## src/rtl/uart_tx_arbiter.sv

```systemverilog
// Round-robin arbitrated UART transmitter: picks one of NUM_REQ byte sources,
// acknowledges it, then sends a start bit, DATA_WIDTH data bits LSB first and a stop bit.
module uart_tx_arbiter #(
  parameter int unsigned DATA_WIDTH   = 8,
  parameter int unsigned NUM_REQ      = 4,
  parameter int unsigned CLKS_PER_BIT = 16
) (
  input  logic                          clk,
  input  logic                          reset,
  input  logic [NUM_REQ-1:0]            req,
  input  logic [NUM_REQ*DATA_WIDTH-1:0] data_in,
  output logic [NUM_REQ-1:0]            ack,
  output logic [$clog2(NUM_REQ)-1:0]    grant_id,
  output logic                          busy,
  output logic                          dout
);

  localparam int unsigned IdxW  = $clog2(NUM_REQ);
  localparam int unsigned BaudW = $clog2(CLKS_PER_BIT);
  localparam int unsigned BitW  = (DATA_WIDTH > 1) ? $clog2(DATA_WIDTH) : 1;

  typedef enum logic [1:0] {StIdle, StStart, StData, StStop} state_e;

  state_e                  state_q, state_d;
  logic [DATA_WIDTH-1:0]   shift_q, shift_d;
  logic [BaudW-1:0]        baud_q, baud_d;
  logic [BitW-1:0]         bit_q, bit_d;
  logic [IdxW-1:0]         last_q, last_d;
  logic [IdxW-1:0]         grant_q, grant_d;
  logic [NUM_REQ-1:0]      ack_q, ack_d;
  logic                    busy_q, busy_d;
  logic                    dout_q, dout_d;

  logic                    sel_found;
  logic [IdxW-1:0]         sel_idx;
  logic                    baud_last;
  logic                    bit_last;

  assign baud_last = (baud_q == BaudW'(CLKS_PER_BIT - 1));
  assign bit_last  = (bit_q == BitW'(DATA_WIDTH - 1));

  // Round-robin search: first set req bit starting just after the last grant, wrapping.
  always_comb begin
    int unsigned cand;
    cand      = 0;
    sel_found = 1'b0;
    sel_idx   = '0;
    for (int unsigned i = 1; i <= NUM_REQ; i++) begin
      cand = (32'(last_q) + i) % NUM_REQ;
      if (!sel_found && req[IdxW'(cand)]) begin
        sel_found = 1'b1;
        sel_idx   = IdxW'(cand);
      end
    end
  end

  // Next-state and registered-output logic for the frame FSM.
  always_comb begin
    state_d = state_q;
    shift_d = shift_q;
    baud_d  = baud_q;
    bit_d   = bit_q;
    last_d  = last_q;
    grant_d = grant_q;
    ack_d   = '0;
    busy_d  = busy_q;
    dout_d  = dout_q;

    unique case (state_q)
      StIdle: begin
        if (sel_found) begin
          shift_d = data_in[sel_idx*DATA_WIDTH +: DATA_WIDTH];
          ack_d   = NUM_REQ'(1) << sel_idx;
          grant_d = sel_idx;
          last_d  = sel_idx;
          busy_d  = 1'b1;
          dout_d  = 1'b0;
          baud_d  = '0;
          bit_d   = '0;
          state_d = StStart;
        end
      end
      StStart: begin
        if (baud_last) begin
          baud_d  = '0;
          bit_d   = '0;
          dout_d  = shift_q[0];
          state_d = StData;
        end else begin
          baud_d = baud_q + 1'b1;
        end
      end
      StData: begin
        if (baud_last) begin
          baud_d = '0;
          if (bit_last) begin
            dout_d  = 1'b1;
            state_d = StStop;
          end else begin
            // Present the next bit from the shifted value so DATA_WIDTH=1 stays in range.
            shift_d = shift_q >> 1;
            dout_d  = shift_d[0];
            bit_d   = bit_q + 1'b1;
          end
        end else begin
          baud_d = baud_q + 1'b1;
        end
      end
      StStop: begin
        if (baud_last) begin
          baud_d  = '0;
          busy_d  = 1'b0;
          state_d = StIdle;
        end else begin
          baud_d = baud_q + 1'b1;
        end
      end
      default: state_d = StIdle;
    endcase
  end

  // State register; reset drops any frame in flight and returns the line to idle high.
  always_ff @(posedge clk or negedge reset) begin
    if (!reset) begin
      state_q <= StIdle;
      shift_q <= '0;
      baud_q  <= '0;
      bit_q   <= '0;
      last_q  <= IdxW'(NUM_REQ - 1);
      grant_q <= '0;
      ack_q   <= '0;
      busy_q  <= 1'b0;
      dout_q  <= 1'b1;
    end else begin
      state_q <= state_d;
      shift_q <= shift_d;
      baud_q  <= baud_d;
      bit_q   <= bit_d;
      last_q  <= last_d;
      grant_q <= grant_d;
      ack_q   <= ack_d;
      busy_q  <= busy_d;
      dout_q  <= dout_d;
    end
  end

  assign ack      = ack_q;
  assign grant_id = grant_q;
  assign busy     = busy_q;
  assign dout     = dout_q;

endmodule
```

## config.mk

```make
export PLATFORM = sky130hd
export DESIGN_NAME = uart_tx_arbiter
export DESIGN_NICKNAME = d
export VERILOG_FILES = /design/src/rtl/uart_tx_arbiter.sv
export SDC_FILE = /design/constraint.sdc
export NUM_CORES = 1
export LEC_CHECK = 0
export CAP_MARGIN = 20
export CORE_UTILIZATION = 53
export CTS_CLUSTER_SIZE = 10
export DETAILED_ROUTE_END_ITERATION = 16
export PLACE_DENSITY = 0.85
export SYNTH_ARGS = -nofsm -noshare
export SYNTH_HDL_FRONTEND = slang
export SYNTH_SLANG_ARGS = --single-unit
```

## constraint.sdc

```tcl
create_clock -name clk -period 2.95 [get_ports clk]
set_input_delay 0.59 -clock clk [delete_from_list [all_inputs] [get_ports clk]]
set_output_delay 0.59 -clock clk [all_outputs]
set_load 0.02 [all_outputs]
```

**Word level (Yosys, flattened, before mapping)**

Cells that the tools add are included.

- $add $sub $neg: 6
- Magnitude comparators: 4
- Eq/ne operators: 11
- Shifts and indexed selects: 2
- Multiplexer cells: 44
- Reductions and logical operators: 17

Operators with widths:

| operator | number |
|---|---|
| 32-bit by 6-bit variable part select with 8-bit output | 1 |
| 8-bit 2-to-1 mux | 3 |
| 2-bit 2-to-1 mux | 9 |
| 4-bit 2-to-1 mux | 4 |
| 8-bit case mux with 2 select lines | 1 |
| 1-bit 2-to-1 mux | 14 |
| 2-bit by 3-bit less-than comparator with 1-bit output, second input constant | 4 |
| 3-bit 2-to-1 mux | 4 |
| 2-bit != test, second input constant | 6 |
| 5-bit AND reduction | 2 |
| 3-bit case mux with 3 select lines | 1 |
| 1-bit binary-select mux with 2-bit select | 4 |
| 2-bit case mux with 4 select lines | 1 |
| 4-bit case mux with 2 select lines | 1 |
| 4-bit AND reduction | 2 |
| 2-bit by 1-bit adder with 2-bit output, second input constant | 2 |
| 2-bit adder, second input constant | 2 |
| 4-bit by 1-bit adder with 4-bit output, second input constant | 1 |
| 2-bit == test, second input constant | 2 |
| 4-bit == test, second input constant | 1 |
| 2-bit nonzero test | 2 |
| 1-bit by 2-bit << shifter with 4-bit output, first input constant | 1 |
| 3-bit by 1-bit adder with 3-bit output, second input constant | 1 |
| 3-bit == test, second input constant | 1 |
| 10 further kinds | 14 |

- Register bits after elaboration: 27
- Input port bits: 38
- Output and inout bits: 8
- Logic and storage cells: 93

**Logic depth before layout (Yosys ltp)**

- Word-level depth: 16
- Depth in mapped cells: 8
- Mapped depth without buffers: 7

**Worst setup path before layout**

Ideal clock, no wire load.

- Path type: in2reg
- From: input req[1]
- To: register bit_q[0]
- Setup time: 0.121 ns
- Arrival time: 1.883 ns
- Setup slack: 0.946 ns
- Stages on the path: 5
- Buffers on the path: 0
- Cells stage by stage: or4_4 o221ai_4 nor2_2 mux2_2 a22o_1

- Longest elaborated chain between the ends: 14
- Elaborated cells on any way between the ends: 20
- Classes of those cells: 1 x eq/ne; 12 x mux; 7 x reduce/logical

RTL lines:

| element | line | RTL |
|---|---|---|
| from (decl) | 10 | `input logic [NUM_REQ-1:0] req,` |
| 1-bit binary-select mux with 2-bit select | 50 | `if (!sel_found && req[IdxW'(cand)]) begin` |
| 1-bit 2-to-1 mux (implied by the code) | 50 |  |
| 1-bit 2-to-1 mux | 50 |  |
| 1-bit zero test | 50 |  |
| 1-bit logical AND | 50 |  |
| 1-bit 2-to-1 mux | 50 |  |
| 1-bit zero test | 50 |  |
| 1-bit logical AND | 50 |  |
| 1-bit 2-to-1 mux | 50 |  |
| 1-bit zero test | 50 |  |
| 1-bit logical AND | 50 |  |
| 1-bit 2-to-1 mux (*) | 50 |  |
| 2-bit != test (no line) (*) | n/a |  |
| 5-bit AND reduction (no line) (*) | n/a |  |
| to (signal assigned) | 138 | `bit_q <= bit_d;` |
| to (decl) | 27 | `logic [BitW-1:0] bit_q, bit_d;` |

Every way passes the cells marked *; elsewhere a longest branch is shown, timed or not. The select of a mux whose other input is x is not followed.
A chain may end at the register's enable or synchronous reset.

**Worst setup path in the final report**

- From: input req[3]
- To: register shift_q[1]

- Longest elaborated chain between the ends: 15
- Elaborated cells on any way between the ends: 27
- Classes of those cells: 1 x eq/ne; 1 x shift; 18 x mux; 7 x reduce/logical

RTL lines:

| element | line | RTL |
|---|---|---|
| 1-bit binary-select mux with 2-bit select | 50 |  |
| 1-bit 2-to-1 mux (implied by the code) | 50 |  |
| 1-bit 2-to-1 mux | 50 |  |
| 1-bit zero test | 50 |  |
| 1-bit logical AND | 50 |  |
| 1-bit 2-to-1 mux | 50 |  |
| 1-bit zero test | 50 |  |
| 1-bit logical AND | 50 |  |
| 1-bit 2-to-1 mux | 50 |  |
| 1-bit zero test | 50 |  |
| 1-bit logical AND | 50 |  |
| 2-bit 2-to-1 mux | 50 |  |
| 32-bit by 6-bit variable part select with 8-bit output | 72 | `shift_d = data_in[sel_idx*DATA_WIDTH +: DATA_WIDTH];` |
| 8-bit 2-to-1 mux | 71 | `if (sel_found) begin` |
| 8-bit case mux with 2 select lines | 69 | `unique case (state_q)` |
| to (signal assigned) | 136 | `shift_q <= shift_d;` |
| to (decl) | 25 | `logic [DATA_WIDTH-1:0] shift_q, shift_d;` |

Several ways; a longest one is shown, not always the timed one. The select of a mux whose other input is x is not followed.

==> results.md <==
- The number of max-slew violations in the final report came to 0.
- The area growth from synthesis to layout is 28.69%.
- The clock tree from TritonCTS is yes.
- The core footprint is about 3400 sq um.
- Pin placement for this block handled 46 I/O pins.
- The endpoint identified for the worst register-to-register timing path is shift_q[1].
- The number of buffers inserted by port buffering is 45.
- At the pin with the least slew margin, the transition time is 610.9 ps.
- After Yosys synthesis, full adders, half adders and majority gates account for under 10% of the synthesized area.
- For the final database, setup skew stands at 3.083 ps.
- The congestion estimate from routability-driven global placement came to 0.8994.
- The average wire length per cell after detail routing is about 15 um.
- The initial detailed-routing violation count is 232.
- The arrival time of the worst setup path is between 2000 and 3000 ps.
- The total vias in the final route is 1799.
- Power spread over the standard cell area amounts to 862.3 nW/um^2.
- The leakage dissipation is 0.9845 nW.
- The number of buffers and inverters on the critical path is 1.
- With fillers left out, the area of the finished cells amounts to 2402 sq um.
- The synthesized netlist devotes 28.35% of its cell area to compound gates.
- The relative max-transition margin is a little under 60%.
- CTS built an H-tree with a depth of 1.
- From bottom edge to top edge, the die measures 61.35 um.
- The largest total area in the synthesized netlist belongs to sky130_fd_sc_hd__dfrtp_1.
- In this run the biggest area consumer among cell types represents 32.17% of the synthesized area.
- In this run the deepest clock path goes through 2 buffers.
- The hold path depth is 2.
- For this configuration, the core starts out at a cell density of 55.51%.
- The final hold slack is 498.3 ps.
- Cells with a size suffix above 1 make up 10.51% of the layout.
- Summing the areas of all xor and xnor instances in the mapped netlist gives 0% of the synthesized area.
- When the netlist entered floorplanning its net count stood at 257.
- The commonest register cell after synthesis is sky130_fd_sc_hd__dfrtp_1.
- The setup check on the worst reg-to-reg path leaves a slack of 680 ps.
- For the worst-skew pair, the clock arrives at the later sink with an insertion delay of around 330 ps.
- The tree is rooted in a sky130_fd_sc_hd__clkbuf_4.
- The clock period minus worst slack is 2312 ps.
- The share of flip-flops with an asynchronous set or reset after synthesis is 100.0%.
- Once detail routing completed, the nets flagged for antenna violations numbered 0.
- Yosys attributes the largest share of cell area to sky130_fd_sc_hd__dfrtp_1 (32%), sky130_fd_sc_hd__o21ai_0 (5.6%), sky130_fd_sc_hd__ha_1 (5.4%), sky130_fd_sc_hd__dfstp_2 (4.2%), sky130_fd_sc_hd__nand3_1 (3.8%).
- The total inserted antenna cells is 0.
- The library cell used most frequently in the layout, excluding fill and tap cells, is sky130_fd_sc_hd__clkdlybuf4s50_1.
- Counting flops and latches in the post-synthesis netlist gives 27.
- The total track usage is roughly 26%.
- Hold repair after CTS inserted 0 buffers.
- The final setup violation count is 0.
- The netlist area before placement is 1867 sq um.
- Setup repair after global routing left no endpoint under its margin.
- In the final timing run, aggregate negative setup slack is 0 ps.
- The number of enable flip-flop cells after synthesis is 0.
- The via count of the first global-routing pass is 1518.
- After synthesis, the netlist uses between 40 and 50 different library cells.
- The Yosys step of the flow raised 0 warnings.
- The nature of the critical path startpoint is an input pin.
- The sequential area share after synthesis is 36.39%.
- The flow ran to the end, and the final reports show no timing, DRC or antenna violations.
- The number of clock sinks seen by CTS is 27.
- The floorplan has 21 rows.
- Wires add up to 4.619 mm.
- In the finished design, the share of the clock period the worst path needs comes to ~78%.
- The destination of the worst hold path is dout.
- The count of nets after finishing is a little over 300.
- The worst min-delay path class is reg2reg.
- The first global-routing pass estimated slightly above 7 mm of wire.
- The count of cells along the worst register-to-register path is 7.
- Once the clock tree was built, the resizer swapped 0 gates to a different size.
- The detailed-placement wirelength estimate is 3.497 mm.
- The count of endpoints failing hold in the final timing report is 0.
- Across the run, the number of max-cap violations was 0.
- The synthesized area divided by synthesized cell count is 8.847 sq um.
- In the routed design, unresolved DRC markers number 0.
- The floorplan step defined a die boundary enclosing between 3000 and 4000 sq um.
- The horizontal die dimension is 61.35 um.
- The peak fanout along the critical path is 14.
- Entering global routing, the biggest net connects 28 pins.
- The number of clock buffers added by TritonCTS is 3.
- The multiplexer share of the synthesized area is 3.887%.
- The critical path starts at req[3].
- Timing would allow up to approximately 430 MHz.
- The aggregate global routing overflow is 0.
- The maximum resistive drop on vdd is 514.5 uV.
- On the critical path, the stage with the largest delay is an instance of sky130_fd_sc_hd__or3b_2.
- The design draws 2.072 mW.
- The startpoint identified for the worst hold timing path is dout.
- Broken down by cell family, the worst path's largest delay share belongs to simple AND/OR/NAND/NOR gates.
- Buffers added to address setup during post-CTS repair amount to 0.
- The pre-antenna-repair detailed-routing pass consisted of 4 iterations.
- In the routed layout, each cell is associated on average with a via count of 5.937.
- By area, the combinational part of the netlist is dominated by compound AO/OA/AOI/OAI gates.
- The startpoint identified for the worst register-to-register timing path is bit_q[0].
- The library cells used most frequently in the layout, excluding fill and tap cells, are sky130_fd_sc_hd__clkdlybuf4s50_1 (45), sky130_fd_sc_hd__dfrtp_1 (24), sky130_fd_sc_hd__o21ai_0 (21).
- STA puts the critical path data required time at ~3200 ps.
- The post-placement cell area is 2375 sq um.
- The synthesized netlist devotes a little under a quarter of its cell area to simple gates.
- The startpoint-to-endpoint class of the critical path is in2reg.
- The critical path goes through clkdlybuf4s50_1 > or3b_2 > o21ai_0 > a22oi_1 > nand3_1 > o221a_2.
- After clock tree synthesis, the clock-pin slew on the worst setup and hold paths is 150 ps.
- The number of antenna violations at the first check in global routing is 0.
- The maximum cell stage delay along the critical path is 630 ps.
- The final cell utilization of the core is between 70 and 80%.
- STA classifies the critical path endpoint as a flip-flop.
- The number of standard cells after synthesis is 211.
==> routing by layer <==
metal | wire [um] | GRT usage, % | up-vias
met2 | 2189 | 41.15 | 60
li1 | - | - | 896
met4 | 29 | 4.762 | 0
met3 | 242 | 3.571 | 6
met5 | 0 | 0 | -
met1 | 2158 | 38.03 | 837
==> per-stage QoR <==
stage / std cells / setup WS, ps
CTS: 303 / 661.9
finish: 303 / 638.3
floorplan: 211 / 946.4
detailed placement: 299 / 296.5
global route: 303 / 510.3
global placement: 299 / 345.0
==> report_power, final <==
group	switching (mW)	total (mW)	internal, mW
Sequential	0.133	0.670	0.537
Clock	0.117	0.168	0.0510
Combinational	0.671	1.23	0.563
Total	0.921	2.07	1.15
==> worst reg2reg max path: cells and delay by family (launching register included) <==
kind / cells / cell delay [ps]
adders and majority gates: 2 / 480
and+or+nand+nor: 4 / 1120
DFF: 1 / 430
AOI/OAI and AO/OA: 1 / 170
==> worst max-delay path by stage <==
stage,slack [ps],end,cells past startpoint
finish,640,shift_q[1],6
global route,510,shift_q[1],7
CTS,660,shift_q[1],6
detailed placement,300,shift_q[1],6
global placement,340,bit_q[0],6
floorplan,950,bit_q[0],5
==> cells in the mapped netlist, types with 3 or more instances <==
| cell | count |
|---|---|
| sky130_fd_sc_hd__o21ai_0 | 21 |
| sky130_fd_sc_hd__nor2_1 | 18 |
| sky130_fd_sc_hd__o221a_2 | 6 |
| sky130_fd_sc_hd__nand3_1 | 14 |
| sky130_fd_sc_hd__a32oi_1 | 5 |
| sky130_fd_sc_hd__nand2b_1 | 3 |
| sky130_fd_sc_hd__a22o_1 | 7 |
| sky130_fd_sc_hd__clkbuf_1 | 4 |
| sky130_fd_sc_hd__inv_1 | 7 |
| sky130_fd_sc_hd__a21o_1 | 5 |
| sky130_fd_sc_hd__mux2i_1 | 5 |
| sky130_fd_sc_hd__nor3_1 | 9 |
| sky130_fd_sc_hd__dfstp_2 | 3 |
| sky130_fd_sc_hd__nand2_1 | 18 |
| sky130_fd_sc_hd__ha_1 | 8 |
| sky130_fd_sc_hd__buf_2 | 3 |
| sky130_fd_sc_hd__a22oi_1 | 5 |
| sky130_fd_sc_hd__a21oi_1 | 11 |
| sky130_fd_sc_hd__dfrtp_1 | 24 |
==> layout make-up <==
| cell class | count | area [sq um] |
|---|---|---|
| Clock buffer | 3 | 22.52 |
| Clock inverter | 1 | 5.005 |
| Fill cell | 265 | 960.9 |
| Inverter | 7 | 26.28 |
| Multi-Input combinational cell | 170 | 1131 |
| Sequential cell | 27 | 679.4 |
| Tap cell | 46 | 57.56 |
| Timing Repair Buffer | 49 | 480.5 |
==> registers in the layout (all words and copies together) (netlist names) <==
name,cells
grant_id,2
busy,1
ack,4
shift_q,8
dout,1
last_q,2
bit_q,3
baud_q,4
state_q,2
==> cell families after synthesis <==
family,after synthesis
AND/OR/NAND/NOR,82
AO/OA/AOI/OAI,73
flip-flops,27
buffers and inverters,14
adder cells (fa/ha/maj),8
multiplexers,7
(Power assumes the default switching activity.)
